==> src/rtl/store_buffer.sv <==
// ============================================================================
// Module      : store_buffer
// Description : MIPS-style store buffer: byte-lane encoding of SB/SH/SW/SWL/SWR
//               into a circular FIFO drained to memory, with a load-hit check.
// Revision    : 1.0 - initial release
// ============================================================================
`default_nettype none

module store_buffer #(
    parameter int DEPTH        = 4,
    parameter int ADDR_W       = 32,
    parameter int UNALIGNED_EN = 1
) (
    input  logic                       clk,
    input  logic                       resetn,
    input  logic                       st_valid,
    input  logic [2:0]                 st_op,
    input  logic [ADDR_W-1:0]          st_addr,
    input  logic [31:0]                st_data,
    output logic                       st_ready,
    output logic                       ades,
    output logic                       mem_en,
    output logic [3:0]                 mem_wen,
    output logic [ADDR_W-1:0]          mem_addr,
    output logic [31:0]                mem_wdata,
    input  logic                       mem_ack,
    input  logic [ADDR_W-1:0]          ld_addr,
    output logic                       ld_hit,
    output logic                       empty,
    output logic [$clog2(DEPTH):0]     count
);

    localparam int c_PTR_W = $clog2(DEPTH);
    localparam int c_CNT_W = c_PTR_W + 1;
    localparam logic [c_CNT_W-1:0] c_FULL = c_CNT_W'(DEPTH);

    localparam logic [2:0] c_OP_SB  = 3'b000;
    localparam logic [2:0] c_OP_SH  = 3'b001;
    localparam logic [2:0] c_OP_SW  = 3'b010;
    localparam logic [2:0] c_OP_SWL = 3'b011;
    localparam logic [2:0] c_OP_SWR = 3'b100;

    logic [c_PTR_W-1:0] r_wr_ptr;
    logic [c_PTR_W-1:0] r_rd_ptr;
    logic [c_CNT_W-1:0] r_count;
    logic [DEPTH-1:0]   r_valid;
    logic [ADDR_W-3:0]  r_addr [DEPTH];
    logic [3:0]         r_wen  [DEPTH];
    logic [31:0]        r_data [DEPTH];

    logic        w_legal;
    logic        w_push;
    logic        w_pop;
    logic [3:0]  w_wen;
    logic [31:0] w_data;
    logic        w_hit;
    logic        w_unused_ld_lo;

    assign w_unused_ld_lo = &{1'b0, ld_addr[1:0]};

    assign ades = st_valid &&
                  (((st_op == c_OP_SH) && st_addr[0]) ||
                   ((st_op == c_OP_SW) && (st_addr[1:0] != 2'b00)));

    assign w_legal = (st_op == c_OP_SB) || (st_op == c_OP_SH) || (st_op == c_OP_SW) ||
                     ((UNALIGNED_EN != 0) && ((st_op == c_OP_SWL) || (st_op == c_OP_SWR)));

    assign st_ready = (r_count != c_FULL);
    assign empty    = (r_count == '0);
    assign count    = r_count;
    assign mem_en   = !empty;
    assign w_push   = st_valid && st_ready && !ades && w_legal;
    assign w_pop    = mem_en && mem_ack;

    // Head fields are gated so idle and reset outputs read as zero.
    assign mem_wen   = mem_en ? r_wen[r_rd_ptr] : 4'b0000;
    assign mem_addr  = mem_en ? {r_addr[r_rd_ptr], 2'b00} : '0;
    assign mem_wdata = mem_en ? r_data[r_rd_ptr] : 32'h0;

    always_comb begin
        w_wen  = 4'b0000;
        w_data = st_data;
        case (st_op)
            c_OP_SB: begin
                w_wen  = 4'b0001 << st_addr[1:0];
                w_data = {4{st_data[7:0]}};
            end
            c_OP_SH: begin
                w_wen  = st_addr[1] ? 4'b1100 : 4'b0011;
                w_data = {2{st_data[15:0]}};
            end
            c_OP_SW: w_wen = 4'b1111;
            c_OP_SWL: begin
                case (st_addr[1:0])
                    2'b00:   begin w_wen = 4'b0001; w_data = st_data >> 24; end
                    2'b01:   begin w_wen = 4'b0011; w_data = st_data >> 16; end
                    2'b10:   begin w_wen = 4'b0111; w_data = st_data >> 8;  end
                    default: begin w_wen = 4'b1111; w_data = st_data;       end
                endcase
            end
            c_OP_SWR: begin
                case (st_addr[1:0])
                    2'b00:   begin w_wen = 4'b1111; w_data = st_data;       end
                    2'b01:   begin w_wen = 4'b1110; w_data = st_data << 8;  end
                    2'b10:   begin w_wen = 4'b1100; w_data = st_data << 16; end
                    default: begin w_wen = 4'b1000; w_data = st_data << 24; end
                endcase
            end
            default: ;
        endcase
    end

    // The popping head still counts as pending for the load check.
    always_comb begin
        w_hit = 1'b0;
        for (int i = 0; i < DEPTH; i++) begin
            if (r_valid[i] && (r_addr[i] == ld_addr[ADDR_W-1:2])) begin
                w_hit = 1'b1;
            end
        end
    end
    assign ld_hit = w_hit;

    always_ff @(posedge clk or negedge resetn) begin
        if (!resetn) begin
            r_wr_ptr <= '0;
            r_rd_ptr <= '0;
            r_count  <= '0;
            r_valid  <= '0;
        end else begin
            if (w_push) begin
                r_wr_ptr          <= r_wr_ptr + c_PTR_W'(1);
                r_valid[r_wr_ptr] <= 1'b1;
            end
            if (w_pop) begin
                r_rd_ptr          <= r_rd_ptr + c_PTR_W'(1);
                r_valid[r_rd_ptr] <= 1'b0;
            end
            case ({w_push, w_pop})
                2'b10:   r_count <= r_count + c_CNT_W'(1);
                2'b01:   r_count <= r_count - c_CNT_W'(1);
                default: r_count <= r_count;
            endcase
        end
    end

    always_ff @(posedge clk) begin
        if (w_push) begin
            r_addr[r_wr_ptr] <= st_addr[ADDR_W-1:2];
            r_wen[r_wr_ptr]  <= w_wen;
            r_data[r_wr_ptr] <= w_data;
        end
    end

endmodule

`default_nettype wire
==> config.mk <==
export PLATFORM = sky130hd
export DESIGN_NAME = store_buffer
export DESIGN_NICKNAME = d
export VERILOG_FILES = /design/src/rtl/store_buffer.sv
export SDC_FILE = /design/constraint.sdc
export NUM_CORES = 1
export LEC_CHECK = 0
export ABC_AREA = 1
export CAP_MARGIN = 40
export CORE_ASPECT_RATIO = 0.8
export CORE_MARGIN = 4
export CORE_UTILIZATION = 53
export CTS_BUF_LIST = sky130_fd_sc_hd__clkbuf_4 sky130_fd_sc_hd__clkbuf_8
export DETAILED_ROUTE_END_ITERATION = 10
export PLACE_DENSITY = 0.88
export SLEW_MARGIN = 20
export SYNTH_ARGS = -nofsm -noshare
export SYNTH_HDL_FRONTEND = slang
export SYNTH_SLANG_ARGS = --single-unit
==> constraint.sdc <==
create_clock -name clk -period 6.5 [get_ports clk]
set_input_delay 0.65 -clock clk [delete_from_list [all_inputs] [get_ports clk]]
set_output_delay 0.65 -clock clk [all_outputs]
set_load 0.005 [all_outputs]
# Yosys cells after proc, flatten, opt, wreduce, memory -nomap -nowiden
# Memory sizes are Yosys's and may differ from the RTL's.
# Cells that the tools add are included.
# totals
reg_bits	11
mem_bits_rw	264
in_bits	103
out_inout_bits	76
wordCells	80
n_memories	3
# memory_table
name	depth	word_bits	rd	rd_clocked_by_memory_dff	write_ports	line_no	rtl
r_data	4	32	1	0	1	49	logic [31:0] r_data [DEPTH];
r_addr	4	30	5	0	1	47	logic [ADDR_W-3:0] r_addr [DEPTH];
r_wen	4	4	1	0	1	48	logic [3:0] r_wen [DEPTH];
# op_classes
add_sub_neg	4
magnitude_cmp	4
n_eq_ne	13
shift	1
mux	23
n_bitwise	3
n_reduce_logical	25
# op_table
op	count
32-bit case mux with 3 select lines	2
32-bit case mux with 4 select lines	1
30-bit == test	4
32-bit two-way mux	2
4-bit case mux with 5 select lines	1
4-bit two-way mux	4
1-bit logical AND	13
4-bit case mux with 3 select lines	1
3-bit case mux with 3 select lines	1
1-bit two-way mux	8
3-bit by 2-bit == test with 1-bit output, second input constant	2
3-bit logical NOT	2
2-bit by 3-bit < comparator with 1-bit output, second input constant	2
3-bit case mux with 2 select lines	1
1-bit logical OR	5
2-bit by 1-bit adder with 2-bit output, second input constant	2
4-bit AND	1
1-bit demux with 2-bit select	2
2-bit by 1-bit == test with 1-bit output, second input constant	2
2-bit == test, second input constant	2
2-bit by 1-bit >= comparator with 1-bit output, second input constant	2
4-bit inverter	1
4-bit OR	1
2-bit nonzero test	2
8 further kinds	9

# Longest topological paths before layout
# Gate-level depths: netlist of run 1.
# logic_depth
word_depth	10
depth_mapped	12
mapped_depth_nobuf	12

# Least setup slack after synthesis of run 1
# No wires, ideal clock.
# synth_path
kind	input-to-reg
startpoint	input port st_addr[1]
endpoint	memory r_addr[0][0] (netlist name) (enable)
setup_time_ns	0.420
arrival_ns	2.582
required_ns	6.080
path_slack_ns	3.498
path_stages	6
n_path_buf	1
path_cell_list	nor2_1 > buf_2 > o22ai_2 > nor2_4 > nand2_1 > inv_1
# synth_between
elab_chain_cells	9
# synth_rtl
element	line_no	rtl
start: declaration	18	input logic [ADDR_W-1:0] st_addr,
2-bit nonzero test	63	((st_op == c_OP_SW) && (st_addr[1:0] != 2'b00)));
1-bit logical AND	63	
1-bit logical OR	62	(((st_op == c_OP_SH) && st_addr[0]) ||
1-bit logical AND	61	assign ades = st_valid &&
1-bit logical NOT	72	assign w_push = st_valid && st_ready && !ades && w_legal;
1-bit logical AND (2 in series)	72	
1-bit two-way mux	148	if (w_push) begin
1-bit two-way mux (implied by the code)	149	r_addr[r_wr_ptr] <= st_addr[ADDR_W-1:2];
end: declaration	47	
# Every way passes these cells.

# Worst setup path in the final report of run 1
# layout_path
startpoint	register r_rd_ptr[0]
endpoint	output port mem_wdata[31]
# layout_between
elab_chain_cells	2
# layout_rtl
element	line_no	rtl
start: declaration	44	logic [c_PTR_W-1:0] r_rd_ptr;
start signal: assignment	136	r_rd_ptr <= r_rd_ptr + c_PTR_W'(1);
memory 4 x 32 bit	n/a	
32-bit two-way mux	78	assign mem_wdata = mem_en ? r_data[r_rd_ptr] : 32'h0;
end: declaration	25	output logic [31:0] mem_wdata,
# Every way passes these cells.

==> results by group, run 1 <==
Clock tree
  • Cts repair resizes: 0
  • Number of clock sinks: 275
  • Clock buffer depth: 3
  • CTS tree: yes
  • Hold_buf cts: 0
  • Post-CTS Setup Repair Bufs: 0
  • H-tree Lvls: 2
  • Worst-path clk slew: approximately 0.060 ns
  • Clock Tree Root: clkbuf_8
  • Clk Latency, worst-skew pair: ~0.57 ns
  • CTS buffer count: 45

STA
  • Final worst path period share: 0.642
  • Min Tclk post-route: between 4 and 5 ns
  • Sum Neg Setup Slack: 0 ns
  • Final hold slack: 0.454 ns
  • Slew @ Worst Pin: about 0.78 ns
  • Slew Viols, Final: 0
  • RSZ-0062 raised after global routing: no
  • Fmax: 240 MHz
  • Hold Vio Cnt, Final: 0
  • Worst slew margin: 0.481
  • Final setup viols: 0
  • Clk_skew: around 0.035 ns

Route
  • Vias per inst: 5.78
  • Starting DRT DRC Count: around 1800
  • Pre-antenna DRT Iters: 7
  • Via count: 12500
  • Routed WL per cell: 20.1 um
  • Detail Route Antenna Nets: 0
  • Total wire length: between 40000 and 50000 um
  • # DRC: 0

Synthesis
  • Synthesized area per cell: roughly 9 um^2
  • Synth warnings: 0
  • List of most frequent post-synthesis cells: nand2_1, edfxtp_1, nor2_1
  • Most common cell in the netlist: nand2_1
  • Synth area leader: edfxtp_1
  • Top-area cell type share of the netlist area: 0.558
  • Top FF cell, synth: edfxtp_1
  • Synth area leaders: edfxtp_1, nand2_1, o21ai_0
  • Distinct cells, synth: between 40 and 50
  • Synthesized instance count: roughly 1600
  • Post-Syn Area: 14200 um^2
  • Async set-or-reset flop fraction in the synthesized netlist: 0.0400
  • Number of flops mapped to enable cells by yosys: roughly 260
  • Sequential cell area fraction in the yosys report: 0.577
  • Register bit total from synthesis: ~280

Critical path
  • Setup CP Type: reg -> out
  • R2r setup slk: roughly 3.8 ns
  • Crit. End Element: primary output
  • Worst Path Max Fanout: 75
  • R2R depth: 7
  • Worst setup SP type: flip-flop
  • Launch point of the worst reg-to-reg path: count[0]
  • Worst Path Required: slightly below 6 ns
  • Reg-to-reg endpoint: r_data[1][1]
  • Arr. time, crit path: approximately 3.5 ns

Floorplanning
  • Core Region: between 20000 and 30000 um^2
  • Starting Density: 0.540
  • Die ar.: ~30000 um^2
  • Die height: ~150 um
  • Die X: 191 um
  • Row Count: 53
  • # IOs: around 180

Global routing
  • Vias in the first global route: between 10000 and 15000
  • Final global-route overflow total: 0
  • Global-route wire length before repair: about 66000 um
  • GRT Resource Usage Total: 0.286
  • Initial antenna violation count: 3
  • Largest net degree at the start of global routing: between 70 and 80

Power and ir drop
  • Power density over the cells: roughly 380 nW/um^2
  • Maximum vdd drop: about 0.28 mV
  • Gate power share: 0.417
  • Switch Pwr: about 0.0024 W
  • Switch share: 0.357
  • Sequential power share: 0.351
  • Clock network power share: 0.232
  • Internal power: ~0.0043 W
  • Static leakage: between 6 and 7 nW

Cells and area
  • Area of the multi-input gates: 4990 um^2
  • Fill cells: around 2000
  • Area Overhead vs Synth: 21.6%
  • Storage element area: just over 8000 um^2
  • Fin nets: around 1900
  • Share of cells above drive strength 1: 0.0753

Worst hold path
  • Worst Hold Class: in -> async

Outcome
  • Status: completed

Placement
  • I/O Buffers: about 170
  • Routability Congestion: between 0.9 and 1
  • DP Wirelength: about 29000 um

Flow run
  • Max-cap violations: 0
==> cell type report <==
| type | count | share of cell area |
|---|---|---|
| multi-input combinational | 1055 | 0.289 |
| clock buffer | 62 | 0.0432 |
| clock inverter | 15 | 0.00862 |
| inverter | 193 | 0.0421 |
| tap | 357 | 0.0259 |
| timing repair buffer | 194 | 0.116 |
| antenna | 2 | 0.000290 |
| sequential | 275 | 0.475 |
==> worst max-delay path by stage <==
stage / from / end
after floorplan: st_addr[1] / r_addr[0][0]
after global placement: r_rd_ptr[0] / mem_wdata[31]
after detailed placement: r_rd_ptr[0] / mem_wdata[31]
after CTS: r_rd_ptr[0] / mem_wdata[31]
after global routing: r_rd_ptr[0] / mem_wdata[31]
final: r_rd_ptr[0] / mem_wdata[31]
==> placed cells by master (no fill, tap or decap), types with 3 or more instances in the layout <==
master           count
nor2_4               5
o2111ai_1            8
clkinvlp_4           3
nand3_1             16
o21ai_0            177
inv_1              179
edfxtp_1           264
clkinv_1             7
o22ai_1             17
xnor2_1             10
o211ai_2            10
ha_1                 9
nor2_1             231
a32oi_1              3
clkbuf_4            17
buf_12               4
clkbuf_8            45
dfrtp_1              9
clkdlybuf4s50_1    174
nand2_4              3
inv_2               13
nand3b_1             5
a22oi_1              5
bufinv_16            3
o211ai_1            13
buf_4               13
nand2_1            381
xor2_1               5
buf_16               3
o221ai_1             7
nor2_2               3
a21oi_1            132
==> registers in the layout (all words and copies together) (netlist names) <==
| register | count |
|---|---|
| r_valid | 4 |
| count | 3 |
| r_rd_ptr | 2 |
| r_wen | 16 |
| r_data | 128 |
| r_addr | 120 |
| r_wr_ptr | 2 |
==> worst max-delay path, stage by stage, from the launching register on <==
cell and delay (ns):
dfrtp_4 0.61, inv_2 0.21, buf_12 0.25, buf_4 0.62
o21ai_0 0.22, a21oi_1 0.45, clkdlybuf4s50_1 0.61
==> metal layers <==
metal  up-vias  share of wire  global-route usage
met1      5769           0.38               0.391
met3       124           0.12              0.0573
met4         2          0.036               0.107
met5         -        0.00030                   0
met2       897           0.46               0.458
li1       5660              -                   -
==> logic make-up after synthesis <==
family | count (synthesis) | synth area share
compound gates | 377 | 0.149
xor+xnor | 15 | 0.00924
fa+ha+maj | 10 | 0.00933
buf+inv | 254 | 0.0723
flops | 275 | 0.577
other cells | 1 | 0.000264
simple gates | 651 | 0.183
==> metrics by stage <==
step / power, W / std cells / area, um^2 / setup WS (ns) / util
3_3_place_gp: 0.00491 / 2067 / 16200 / 2.74 / 0.616
5_1_grt: 0.00698 / 2153 / 17300 / 2.16 / 0.656
2_1_floorplan: 0.00367 / 1584 / 14200 / 3.50 / -
4_1_cts: 0.00659 / 2150 / 17300 / 2.05 / 0.655
3_5_place_dp: 0.00505 / 2073 / 16400 / 2.65 / 0.621
6_report: 0.00662 / 2153 / 17300 / 2.33 / 0.656
==> power groups by stage <==
| stage | Combinational, W | Sequential, W | Clock (W) |
|---|---|---|---|
| 6_report | 0.00276 | 0.00232 | 0.00153 |
| 5_1_grt | 0.00301 | 0.00234 | 0.00163 |
| 4_1_cts | 0.00273 | 0.00232 | 0.00154 |
| 3_5_place_dp | 0.00270 | 0.00235 | 0 |
| 3_3_place_gp | 0.00257 | 0.00234 | 0 |
| 2_1_floorplan | 0.00135 | 0.00231 | 0 |
(Power assumes the default switching activity.)
==> run 2, diff against run 1 <==
==> constraint.sdc (replaced) <==
create_clock -name clk -period 4.35 [get_ports clk]
set_input_delay 0.435 -clock clk [delete_from_list [all_inputs] [get_ports clk]]
set_output_delay 0.435 -clock clk [all_outputs]
set_load 0.005 [all_outputs]
==> run 2 against run 1 <==
Compared with the run above:
- non-clock buffer count down 2
- register-to-register slack worse by 2.1 ns
- final cell count about the same
- sequential power up 50%
- die area unchanged
- core utilization down 0.27 points
- power up 48%
- design area down 0.41%
- combinational power up 49%
- sequential cell count unchanged
- count of clock-buffer cells in the layout up 5
- critical path depth unchanged
==> results by group, run 2 (synthesis gave the netlist of run 1 again) <==
Outcome
  • Status: completed (unchanged)

Global routing
  • Vias in the first global route: 11900 (was 12200)
  • Initial antenna violation count: 0 (was 3)
  • Largest net degree at the start of global routing: 75 (was 76)
  • Final global-route overflow total: 0 (unchanged)
  • Global-route wire length before repair: 64700 um (was 65900 um)
  • GRT Resource Usage Total: 0.282 (was 0.286)

Critical path
  • R2R depth: 8 (was 7)
  • Worst setup path start: r_rd_ptr[0] (unchanged)
  • Worst setup SP type: flip-flop (unchanged)
  • Worst Path Required: 3.91 ns (was 5.85 ns)
  • Reg-to-reg endpoint: count[1] (was r_data[1][1])
  • Launch point of the worst reg-to-reg path: count[2] (was count[0])
  • Arr. time, crit path: 3.23 ns (was 3.52 ns)
  • Worst Path Max Fanout: 74 (was 75)
  • R2r setup slk: 1.75 ns (was 3.82 ns)
  • Setup CP Type: reg -> out (unchanged)
  • Crit. End Element: primary output (unchanged)

Route
  • Routed WL per cell: 19.8 um (was 20.1 um)
  • Via count: 12300 (was 12500)
  • Vias per inst: 5.73 (was 5.78)
  • Detail Route Antenna Nets: 0 (unchanged)
  • Pre-antenna DRT Iters: 8 (was 7)
  • Starting DRT DRC Count: 1631 (was 1790)
  • # DRC: 0 (unchanged)
  • Total wire length: 42700 um (was 43300 um)

Cells and area
  • Share of cells above drive strength 1: 0.0741 (was 0.0753)
  • Fin nets: 1874 (was 1877)
  • Utilization after layout: 0.654 (was 0.656)
  • Largest register FFs: 128 (unchanged)
  • Top reg by flops: r_data (unchanged)
  • Most frequent cells in the layout: nand2_1, edfxtp_1, nor2_1, inv_1, o21ai_0 (unchanged)
  • Fill cells: 2012 (was 1986)
  • Area of the multi-input gates: 4990 um^2 (unchanged)
  • Top Registers: r_data x128, r_addr x120, r_wen x16 (unchanged)
  • Storage element area: 8210 um^2 (unchanged)
  • Area Overhead vs Synth: 21.1% (was 21.6%)
  • Commonest non-fill, non-tap cell in the layout: nand2_1 (unchanged)

Power and ir drop
  • Maximum vdd drop: 0.445 mV (was 0.278 mV)
  • Power density over the cells: 567 nW/um^2 (was 383 nW/um^2)
  • Power, Total: 0.00976 W (was 0.00662 W)
  • Static leakage: 6.89 nW (was 6.91 nW)

Floorplanning
  • Die height: 154 um (unchanged)
  • Core Region: 26300 um^2 (unchanged)
  • Starting Density: 0.540 (unchanged)
  • Die ar.: 29500 um^2 (unchanged)
  • # IOs: 179 (unchanged)
  • Row Count: 53 (unchanged)
  • Die X: 191 um (unchanged)

Clock tree
  • Post-CTS Setup Repair Bufs: 0 (unchanged)
  • CTS tree: yes (unchanged)
  • Clk Latency, worst-skew pair: 0.55 ns (was 0.57 ns)
  • CTS buffer count: 44 (was 45)
  • H-tree Lvls: 2 (unchanged)
  • Worst-path clk slew: 0.06 ns (about the same)
  • Number of clock sinks: 275 (unchanged)
  • Cts repair resizes: 0 (unchanged)
  • Clock buffer depth: 3 (unchanged)
  • Clock Tree Root: clkbuf_8 (unchanged)
  • Hold_buf cts: 0 (unchanged)

STA
  • Slew @ Worst Pin: 0.707 ns (was 0.778 ns)
  • Worst slew margin: 0.528 (was 0.481)
  • Final hold slack: 0.253 ns (was 0.454 ns)
  • Hold Vio Cnt, Final: 0 (unchanged)
  • Fmax: between 200 and 300 MHz
  • Final worst path period share: 0.843
  • Min Tclk post-route: 3.67 ns
  • Sum Neg Setup Slack: 0 ns (unchanged)
  • Slew Viols, Final: 0 (unchanged)
  • Final setup viols: 0 (unchanged)
  • RSZ-0062 raised after global routing: no (unchanged)
  • Clk_skew: 0.0190 ns (was 0.0346 ns)

Placement
  • I/O Buffers: 174 (unchanged)
  • DP Wirelength: 29000 um (was 29500 um)
  • Routability Congestion: 0.975 (was 0.980)

Flow run
  • Max-cap violations: 0 (unchanged)

Worst hold path
  • Worst Hold Class: in -> async (unchanged)
## run 2: cell types whose count changed in the layout (fill, tap and decap cells not counted), sizes merged
cell,change
clkinvlp,-3
buf,-2
clkbuf,+5
bufinv,-2
diode,-1
clkinv,+2
## run 2: cell type report
| cell class | count | share of cell area |
|---|---|---|
| antenna | 1 | 0.000145 |
| clock buffer | 67 | 0.0456 |
| clock inverter | 12 | 0.00429 |
| inverter | 193 | 0.0422 |
| multi-input combinational | 1055 | 0.290 |
| sequential | 275 | 0.477 |
| tap | 357 | 0.0260 |
| timing repair buffer | 192 | 0.115 |
## run 2: how the worst max path moves through the flow
stage | cells past startpoint | to | slack (ns)
floorplan | 6 | r_addr[0][0] | 1.56
global placement | 9 | r_data[2][23] | 1.32
detailed placement | 9 | r_data[3][23] | 1.28
CTS | 6 | mem_wdata[16] | 0.75
global route | 6 | mem_wdata[16] | 0.56
finish | 6 | mem_wdata[16] | 0.68
## run 2: critical path: stages, from the launching register on
cell and delay, ns:
dfrtp_4 0.61, inv_2 0.44, buf_12 0.37, buf_4 0.27, o21ai_0 0.11, a21oi_1 0.29, clkdlybuf4s50_1 0.57
## run 2: metrics by stage
| stage | instance area (um^2) | setup slack (ns) | instances |
|---|---|---|---|
| after floorplan | 14200 | 1.56 | 1584 |
| after CTS | 17200 | 0.754 | 2151 |
| final | 17200 | 0.683 | 2152 |
| after detailed placement | 16300 | 1.28 | 2072 |
| after global routing | 17200 | 0.562 | 2151 |
| after global placement | 16300 | 1.32 | 2071 |
## run 2: power by group
part | switching (W) | leakage [nW] | internal [W]
Clock | 0.000985 | 0.461 | 0.00120
Sequential | 0.000178 | 2.53 | 0.00329
Combinational | 0.00233 | 3.89 | 0.00177
## run 2: layer usage
layer  global-route usage  up-vias  wire length [um]
met2                0.459      848             20000
met5                    0        -                 0
met4               0.0913        0              1320
li1                     -     5666                 -
met1                0.382     5700             16200
met3               0.0593      111              5230
